### config.mk
export PLATFORM = sky130hd
export DESIGN_NAME = tinker_prefetch_unit
export DESIGN_NICKNAME = d
export VERILOG_FILES = /design/src/rtl/tinker_pkg.sv /design/src/rtl/tinker_sync_fifo.sv /design/src/rtl/tinker_prefetch_unit.sv
export SDC_FILE = /design/constraint.sdc
export NUM_CORES = 1
export LEC_CHECK = 0
export BUFFER_PORTS_ARGS = -buffer_cell sky130_fd_sc_hd__buf_2
export CORE_ASPECT_RATIO = 0.6
export CORE_UTILIZATION = 58
export CTS_CLUSTER_DIAMETER = 200
export DETAILED_ROUTE_END_ITERATION = 8
export GPL_ROUTABILITY_DRIVEN = 0
export PLACE_DENSITY_LB_ADDON = 0.1
export REMOVE_ABC_BUFFERS = 1
export SLEW_MARGIN = 40
export SYNTH_ARGS = -nofsm -noshare
export SYNTH_HDL_FRONTEND = slang
export SYNTH_HIERARCHICAL = 1
export SYNTH_SLANG_ARGS = --single-unit
### constraint.sdc
create_clock -name clk -period 16.7 [get_ports clk]
set_input_delay 0.835 -clock clk [delete_from_list [all_inputs] [get_ports clk]]
set_output_delay 0.835 -clock clk [all_outputs]
set_load 0.05 [all_outputs]
### src/rtl/tinker_pkg.sv
// tinker_pkg: shared constants and fetch-queue entry type for the Tinker front end
package tinker_pkg;
  localparam int TINKER_ADDR_W = 64;
  localparam int TINKER_INSTR_W = 32;
  localparam logic [63:0] TINKER_RESET_PC = 64'h2000;
  localparam int TINKER_PC_STEP = 4;
  typedef struct packed {
    logic [TINKER_ADDR_W-1:0] pc;
    logic [TINKER_INSTR_W-1:0] instr;
  } fetch_entry_t;
endpackage

### src/rtl/tinker_sync_fifo.sv
// tinker_sync_fifo: power-of-2 circular queue with registered storage; flush beats push/pop
module tinker_sync_fifo #(
  parameter int W = 96,
  parameter int DEPTH = 4,
  localparam int CW = $clog2(DEPTH + 1),
  localparam int PW = $clog2(DEPTH)
) (
  input  logic          clk,
  input  logic          reset,
  input  logic          push,
  input  logic          pop,
  input  logic          flush,
  input  logic [W-1:0]  din,
  output logic [W-1:0]  dout,
  output logic [CW-1:0] count,
  output logic          full,
  output logic          empty
);
  logic [W-1:0] mem_q [DEPTH];
  logic [PW-1:0] rd_q, wr_q;
  logic [CW-1:0] count_q;
  logic do_push, do_pop;
  assign full = count_q == CW'(DEPTH);
  assign empty = count_q == '0;
  assign count = count_q;
  assign dout = mem_q[rd_q];
  assign do_push = push && !full;
  assign do_pop = pop && !empty;
  always_ff @(posedge clk or posedge reset) begin
    if (reset) begin
      rd_q <= '0;
      wr_q <= '0;
      count_q <= '0;
    end else if (flush) begin
      rd_q <= '0;
      wr_q <= '0;
      count_q <= '0;
    end else begin
      rd_q <= rd_q + PW'(do_pop);
      wr_q <= wr_q + PW'(do_push);
      count_q <= count_q + CW'(do_push) - CW'(do_pop);
    end
  end
  always_ff @(posedge clk) begin
    if (do_push && !flush) mem_q[wr_q] <= din;
  end
endmodule

### src/rtl/tinker_prefetch_unit.sv
// tinker_prefetch_unit: credit-limited pipelined instruction fetch with a PC-tagged queue
// and redirect-time discard of stale in-flight responses.
module tinker_prefetch_unit import tinker_pkg::*; #(
  parameter int ADDR_W = TINKER_ADDR_W,
  parameter int INSTR_W = TINKER_INSTR_W,
  parameter int DEPTH = 4,
  parameter logic [ADDR_W-1:0] RESET_PC = ADDR_W'(TINKER_RESET_PC),
  parameter int PC_STEP = TINKER_PC_STEP
) (
  input  logic               clk,
  input  logic               reset,
  output logic               mem_req_valid,
  input  logic               mem_req_ready,
  output logic [ADDR_W-1:0]  mem_req_addr,
  input  logic               mem_rsp_valid,
  input  logic [INSTR_W-1:0] mem_rsp_data,
  output logic               inst_valid,
  input  logic               inst_ready,
  output logic [INSTR_W-1:0] inst_data,
  output logic [ADDR_W-1:0]  inst_pc,
  input  logic               redirect,
  input  logic [ADDR_W-1:0]  redirect_pc,
  input  logic               halt,
  output logic               halted
);
  localparam int CW = $clog2(DEPTH + 1);
  localparam logic [ADDR_W-1:0] STEP = ADDR_W'(PC_STEP);
  logic [ADDR_W-1:0] fetch_pc_q, fetch_pc_d, rsp_pc_q, rsp_pc_d;
  logic [CW-1:0] inflight_q, inflight_d, drop_q, drop_d, occ;
  logic halt_q, req_fire, push, pop, full, empty;
  logic [ADDR_W+INSTR_W-1:0] head;
  // Queue slots are reserved at issue time, so an accepted response always fits.
  assign mem_req_valid = !reset && !halt_q && !redirect &&
                         ({1'b0, occ} + {1'b0, inflight_q} < (CW+1)'(DEPTH));
  assign mem_req_addr = fetch_pc_q;
  assign req_fire = mem_req_valid && mem_req_ready;
  assign push = mem_rsp_valid && drop_q == '0 && !redirect && !full;
  assign pop = inst_valid && inst_ready;
  assign inst_valid = !empty;
  assign {inst_pc, inst_data} = head;
  assign halted = halt_q && inflight_q == '0;
  always_comb begin
    inflight_d = inflight_q + CW'(req_fire) - CW'(mem_rsp_valid);
    drop_d = redirect ? inflight_q - CW'(mem_rsp_valid) : drop_q - CW'(mem_rsp_valid && drop_q != '0);
    fetch_pc_d = redirect ? redirect_pc : req_fire ? fetch_pc_q + STEP : fetch_pc_q;
    rsp_pc_d = redirect ? redirect_pc : push ? rsp_pc_q + STEP : rsp_pc_q;
  end
  always_ff @(posedge clk or posedge reset) begin
    if (reset) begin
      fetch_pc_q <= RESET_PC;
      rsp_pc_q <= RESET_PC;
      inflight_q <= '0;
      drop_q <= '0;
      halt_q <= 1'b0;
    end else begin
      fetch_pc_q <= fetch_pc_d;
      rsp_pc_q <= rsp_pc_d;
      inflight_q <= inflight_d;
      drop_q <= drop_d;
      halt_q <= halt_q || halt;
    end
  end
  tinker_sync_fifo #(.W(ADDR_W + INSTR_W), .DEPTH(DEPTH)) u_fifo (
    .clk(clk),
    .reset(reset),
    .push(push),
    .pop(pop),
    .flush(redirect),
    .din({rsp_pc_q, mem_rsp_data}),
    .dout(head),
    .count(occ),
    .full(full),
    .empty(empty)
  );
endmodule

# Word level (Yosys, flattened, before mapping)
# Memories as Yosys holds them, arrays and structs flattened.
# Cells that the tools add are included.
# classes
mux	10
n_eq_ne	1
n_lt_le_gt_ge	1
n_reduce_logical	25
n_addsub	11
# op_table
cell	count
64-bit 2-to-1 mux	4
64-bit by 3-bit adder with 64-bit output (second input constant)	2
1-bit logical AND	13
3-bit by 1-bit subtractor with 3-bit output	4
3-bit zero test	3
3-bit by 1-bit adder with 3-bit output	2
3-bit 2-to-1 mux	2
1-bit zero test	5
2-bit by 1-bit adder with 2-bit output	2
3-bit by 3-bit adder with 4-bit output	1
4-bit by 3-bit less-than comparator with 1-bit output (second input constant)	1
2-bit 2-to-1 mux	2
2-bit nonzero test	2
3-bit == test (second input constant)	1
3-bit nonzero test	1
1-bit 2-to-1 mux	2
1-bit logical OR	1
# word_totals
n_memories	1
out_inout_bits	163
ramBits	384
elab_cells	57
reg_bits	142
input_bits	103
# mem_list
name	words	word_bits	read_ports	rd_ports_with_merged_regs	wr	line	rtl
u_fifo.mem_q	4	96	1	0	1	tinker_sync_fifo.sv:19	logic [W-1:0] mem_q [DEPTH];

# Logic depth before layout (Yosys ltp)
# logic_depth
ltp_word	8
ltp_mapped	14
ltp_nobuf	12

# By module
# The synthesis kept the hierarchy.
# modules_own_cells
mod	n_inst	cells_per_inst	area_per_inst_um2
tinker_sync_fifo	1	539	14271.2
tinker_prefetch_unit	1	891	7847.5

# Least setup slack after synthesis
# No wires, ideal clock.
# synth_timing
path_type	input to register
startpoint	in redirect
endpoint	mem u_fifo.mem_q[3][0], enable pin
path_stages	8
path_slack_ns	4.014
n_path_buf	3
arrival_ns	11.867
t_required_ns	15.880
path_cell_list	buf_2 nor2_1 nand3_1 inv_1 clkbuf_1 clkbuf_1 nand2_1 nor4b_1
# synth_between
elab_chain_cells	7
# synth_rtl
element	line	rtl
from (decl)	tinker_prefetch_unit.sv:21	input logic redirect,
1-bit zero test	tinker_prefetch_unit.sv:37	assign push = mem_rsp_valid && drop_q == '0 && !redirect && !full;
1-bit logical AND (2 in a row)	tinker_prefetch_unit.sv:37	
named net push	tinker_prefetch_unit.sv:30	logic halt_q, req_fire, push, pop, full, empty;
1-bit logical AND	tinker_sync_fifo.sv:27	assign do_push = push && !full;
1-bit logical AND	tinker_sync_fifo.sv:45	if (do_push && !flush) mem_q[wr_q] <= din;
1-bit 2-to-1 mux	tinker_sync_fifo.sv:45	
1-bit 2-to-1 mux (implied by the code)	tinker_sync_fifo.sv:45	
to (decl)	tinker_sync_fifo.sv:19	
# The timed path passes the listed nets, and every way through them passes these cells.

# Worst setup path after layout
# layout_timing
startpoint	reg u_fifo.rd_q[1]
endpoint	out inst_pc[4]
# layout_between
elab_chain_cells	1
# layout_rtl
element	line	rtl
from (decl)	tinker_sync_fifo.sv:20	logic [PW-1:0] rd_q, wr_q;
from (signal assigned)	tinker_sync_fifo.sv:39	rd_q <= rd_q + PW'(do_pop);
memory read 4 x 96 bit	n/a	
to (decl)	tinker_prefetch_unit.sv:20	output logic [ADDR_W-1:0] inst_pc,
# Every way passes these cells.

==> out/results.tsv <==
metric	value	unit
initial antenna violation count	0	
switching power of the nets	773.3	µW
endpoints failing hold	0	
global-route wire length before repair	84.65	mm
critical setup path kind	reg2out	
Synth Instances	1430	
Max Fanout on Critical Path	60	
Achievable Freq	280.3	MHz
maximum ir drop on the vdd rail	0.07281	mV
average wire per cell in the routed design	24.65	µm
Die Y	153.3	µm
number of max-cap violations	0	
type of element launching the critical path	register	
via count of the first global-routing pass	13690	
Worst Max-Slew Pin Slew	855.5	ps
switching portion of total power	0.2612	
Crit. End Element	output port	
Arrival @ worst endpoint	2730	ps
number of pins exceeding their max-slew limit in the final report	0	
final setup fails	0	
Crit path required time	15870	ps
setup fix buffers added after clock tree synthesis	0	
multi-input logic area	0.006621	mm²
share of power burned in combinational logic	0.102	
Chip Width	254.1	µm
Post-synth top cells	edfxtp_1 (384), dfrtp_1 (140), nand2_1 (129)	
Cell variety after synth	59	
antenna viol nets, final	0	
outcome	complete, no violations	
area growth from synthesis to layout	15.60	%
clk slew on worst S/H paths	70	ps
Worst Setup Slack, final	13130	ps
total number of vias	14160	
CORE AREA	0.03696	mm²
global route overflow	0	
flip-flop and latch count after synthesis	526	
final critical path time including I/O delays and setup	3568	ps
DRC	0	
number of enable-type register cells in the synthesized netlist	384	
area taken by flip-flops and latches	0.01509	mm²
TritonCTS sink count	526	
total standard cell area after synthesis	0.02212	mm²
cells taking the most area after synthesis	edfxtp_1 (52%), dfrtp_1 (16%), mux4_2 (9.8%)	
number of resized instances in the post-cts repair step	0	
number of placement rows	54	
area leader, netlist	edfxtp_1	
setup repair after global routing missed its margin	false	
count of buffers from port buffering	265	
boundary pin count	266	
Detailed Route Iter0 Violations	1704	
global-route total usage across every layer	0.2916	
count of yosys warnings during synthesis	6	
worst slew slack as a fraction of its limit	0.4275	
effective utilization at floorplan	0.5985	
async set-reset flop share out of synthesis	0.2700	
sum of negative setup slack	0	ps
antenna cells	0	
fraction of layout cells with a size suffix above 1	0.2883	
final routed wirelength across all metal layers	55.45	mm
final setup skew	16.49	ps
Skew-Pair Late Insertion Delay	570	ps
most numerous cell in the Yosys netlist	edfxtp_1	
synthesized area divided by synthesized cell count	15.47	µm²
total die area	0.03895	mm²
internal power consumption	2.187	mW
portion of the clock cycle consumed by the worst path in the final layout	0.2137	
Clock Root Buffer	clkbuf_16	
Max Buffers Root-to-Sink	3	
CTS tree	yes	
predominant post-synthesis flop cell	edfxtp_1	
Clk pwr share	0.368	
post-DR vias/cell	6.297	
Setup WS pre-CTS	12710	ps
first drt pass iteration count	7	
sequential area share after synthesis	0.6821	
fraction of synthesized cell area taken by the top area cell type	0.5213	
number of buffers inserted for hold repair after clock tree synthesis	0	
Seq pwr share	0.529	
worst hold path type	in2async	
leakage power summed over all cells	9.149	nW
Filler cells	2622	
areal power density over the cells	115.8	mW/mm²
DPL Wire Length	36.62	mm
htree depth	2	
maximum number of pins on one net before global-route repair	73	
number of buffers inserted during clock tree synthesis	47	
number of nets in the finished design	1825	
-- state kept, by name, summed over array words and instances, names as in the netlist --
register and count:
u_fifo/mem_q 384, mem_req_addr 64, rsp_pc_q 64, drop_q 3, inflight_q 3, u_fifo/count 3, u_fifo/rd_q 2, u_fifo/wr_q 2
halt_q 1
-- area by class of cell --
class,count,share of cell area
clock buffers,69,0.05358
clock inverters,19,0.007047
inverters,35,0.005334
multi-input cells,808,0.2590
flip-flops and latches,526,0.5904
well taps,504,0.02466
repair buffers,288,0.06004
-- cell usage in the layout, fill, tap and decap left out, types with 23 or more instances in the layout --
cell type  instances
edfxtp_1         384
buf_2            264
dfrtp_1          138
nand2_1          129
mux4_2            96
o21ai_0           75
nand3_1           57
nor2_1            52
clkbuf_16         48
nand4_1           45
xnor2_1           35
inv_1             32
nor3_1            30
o211ai_1          30
xor2_1            26
and3_1            25
mux2_2            23
-- critical path: stages, from the launching register on --
cell,delay (ps)
dfrtp_4,820
buf_6,560
mux4_2,500
buf_2,260
-- worst paths after layout --
| path | start | end | slack [ps] | cells past startpoint |
|---|---|---|---|---|
| max in group asynchronous | reset | rsp_pc_q[39] | 15210 | 3 |
| worst min-delay path | reset | u_fifo/count[1] | 260 | 2 |
| worst max-delay path | u_fifo/rd_q[1] | inst_pc[4] | 13130 | 3 |
| worst min register to register | halt_q | halt_q | 510 | 1 |
| worst max register to register | inflight_q[2] | mem_req_addr[48] | 13240 | 8 |
| min in group clk | halt | halt_q | 460 | 2 |
-- through the flow --
step           instances    util  hold WS (ps)  cell area, µm²  total power, mW
2_1_floorplan       1369       -         475.6           21790            1.771
3_3_place_gp        2160  0.6485         497.0           23970            1.880
3_5_place_dp        2160  0.6492         491.7           23990            1.892
4_1_cts             2248  0.6912         253.5           25540            2.969
5_1_grt             2249  0.6918         264.6           25570            3.053
6_report            2249  0.6918         256.1           25570            2.960
-- logic make-up after synthesis --
group / synth area share
DFF: 0.6821
and+or+nand+nor: 0.1009
AOI/OAI and AO/OA: 0.05023
muxes: 0.1113
buffers and inverters: 0.02065
xor gates and xnor gates: 0.02517
adders and majority gates: 0.009730
-- power by group through the flow --
stage	logic (mW)	registers [mW]	clock network, mW
global placement	0.295	1.58	0
CTS	0.304	1.56	1.10
global route	0.327	1.57	1.15
detailed placement	0.302	1.59	0
floorplan	0.157	1.61	0
finish	0.303	1.57	1.09
-- per-layer routing --
metal  track usage  share of wire  vias to the layer above
met5             0              0                        -
met4       0.07229          0.026                        0
met3       0.06761           0.10                       93
met2        0.4301           0.45                      770
met1        0.4426           0.42                     7137
li1              -              -                     6162
Power figures use the tool's default switching activity.
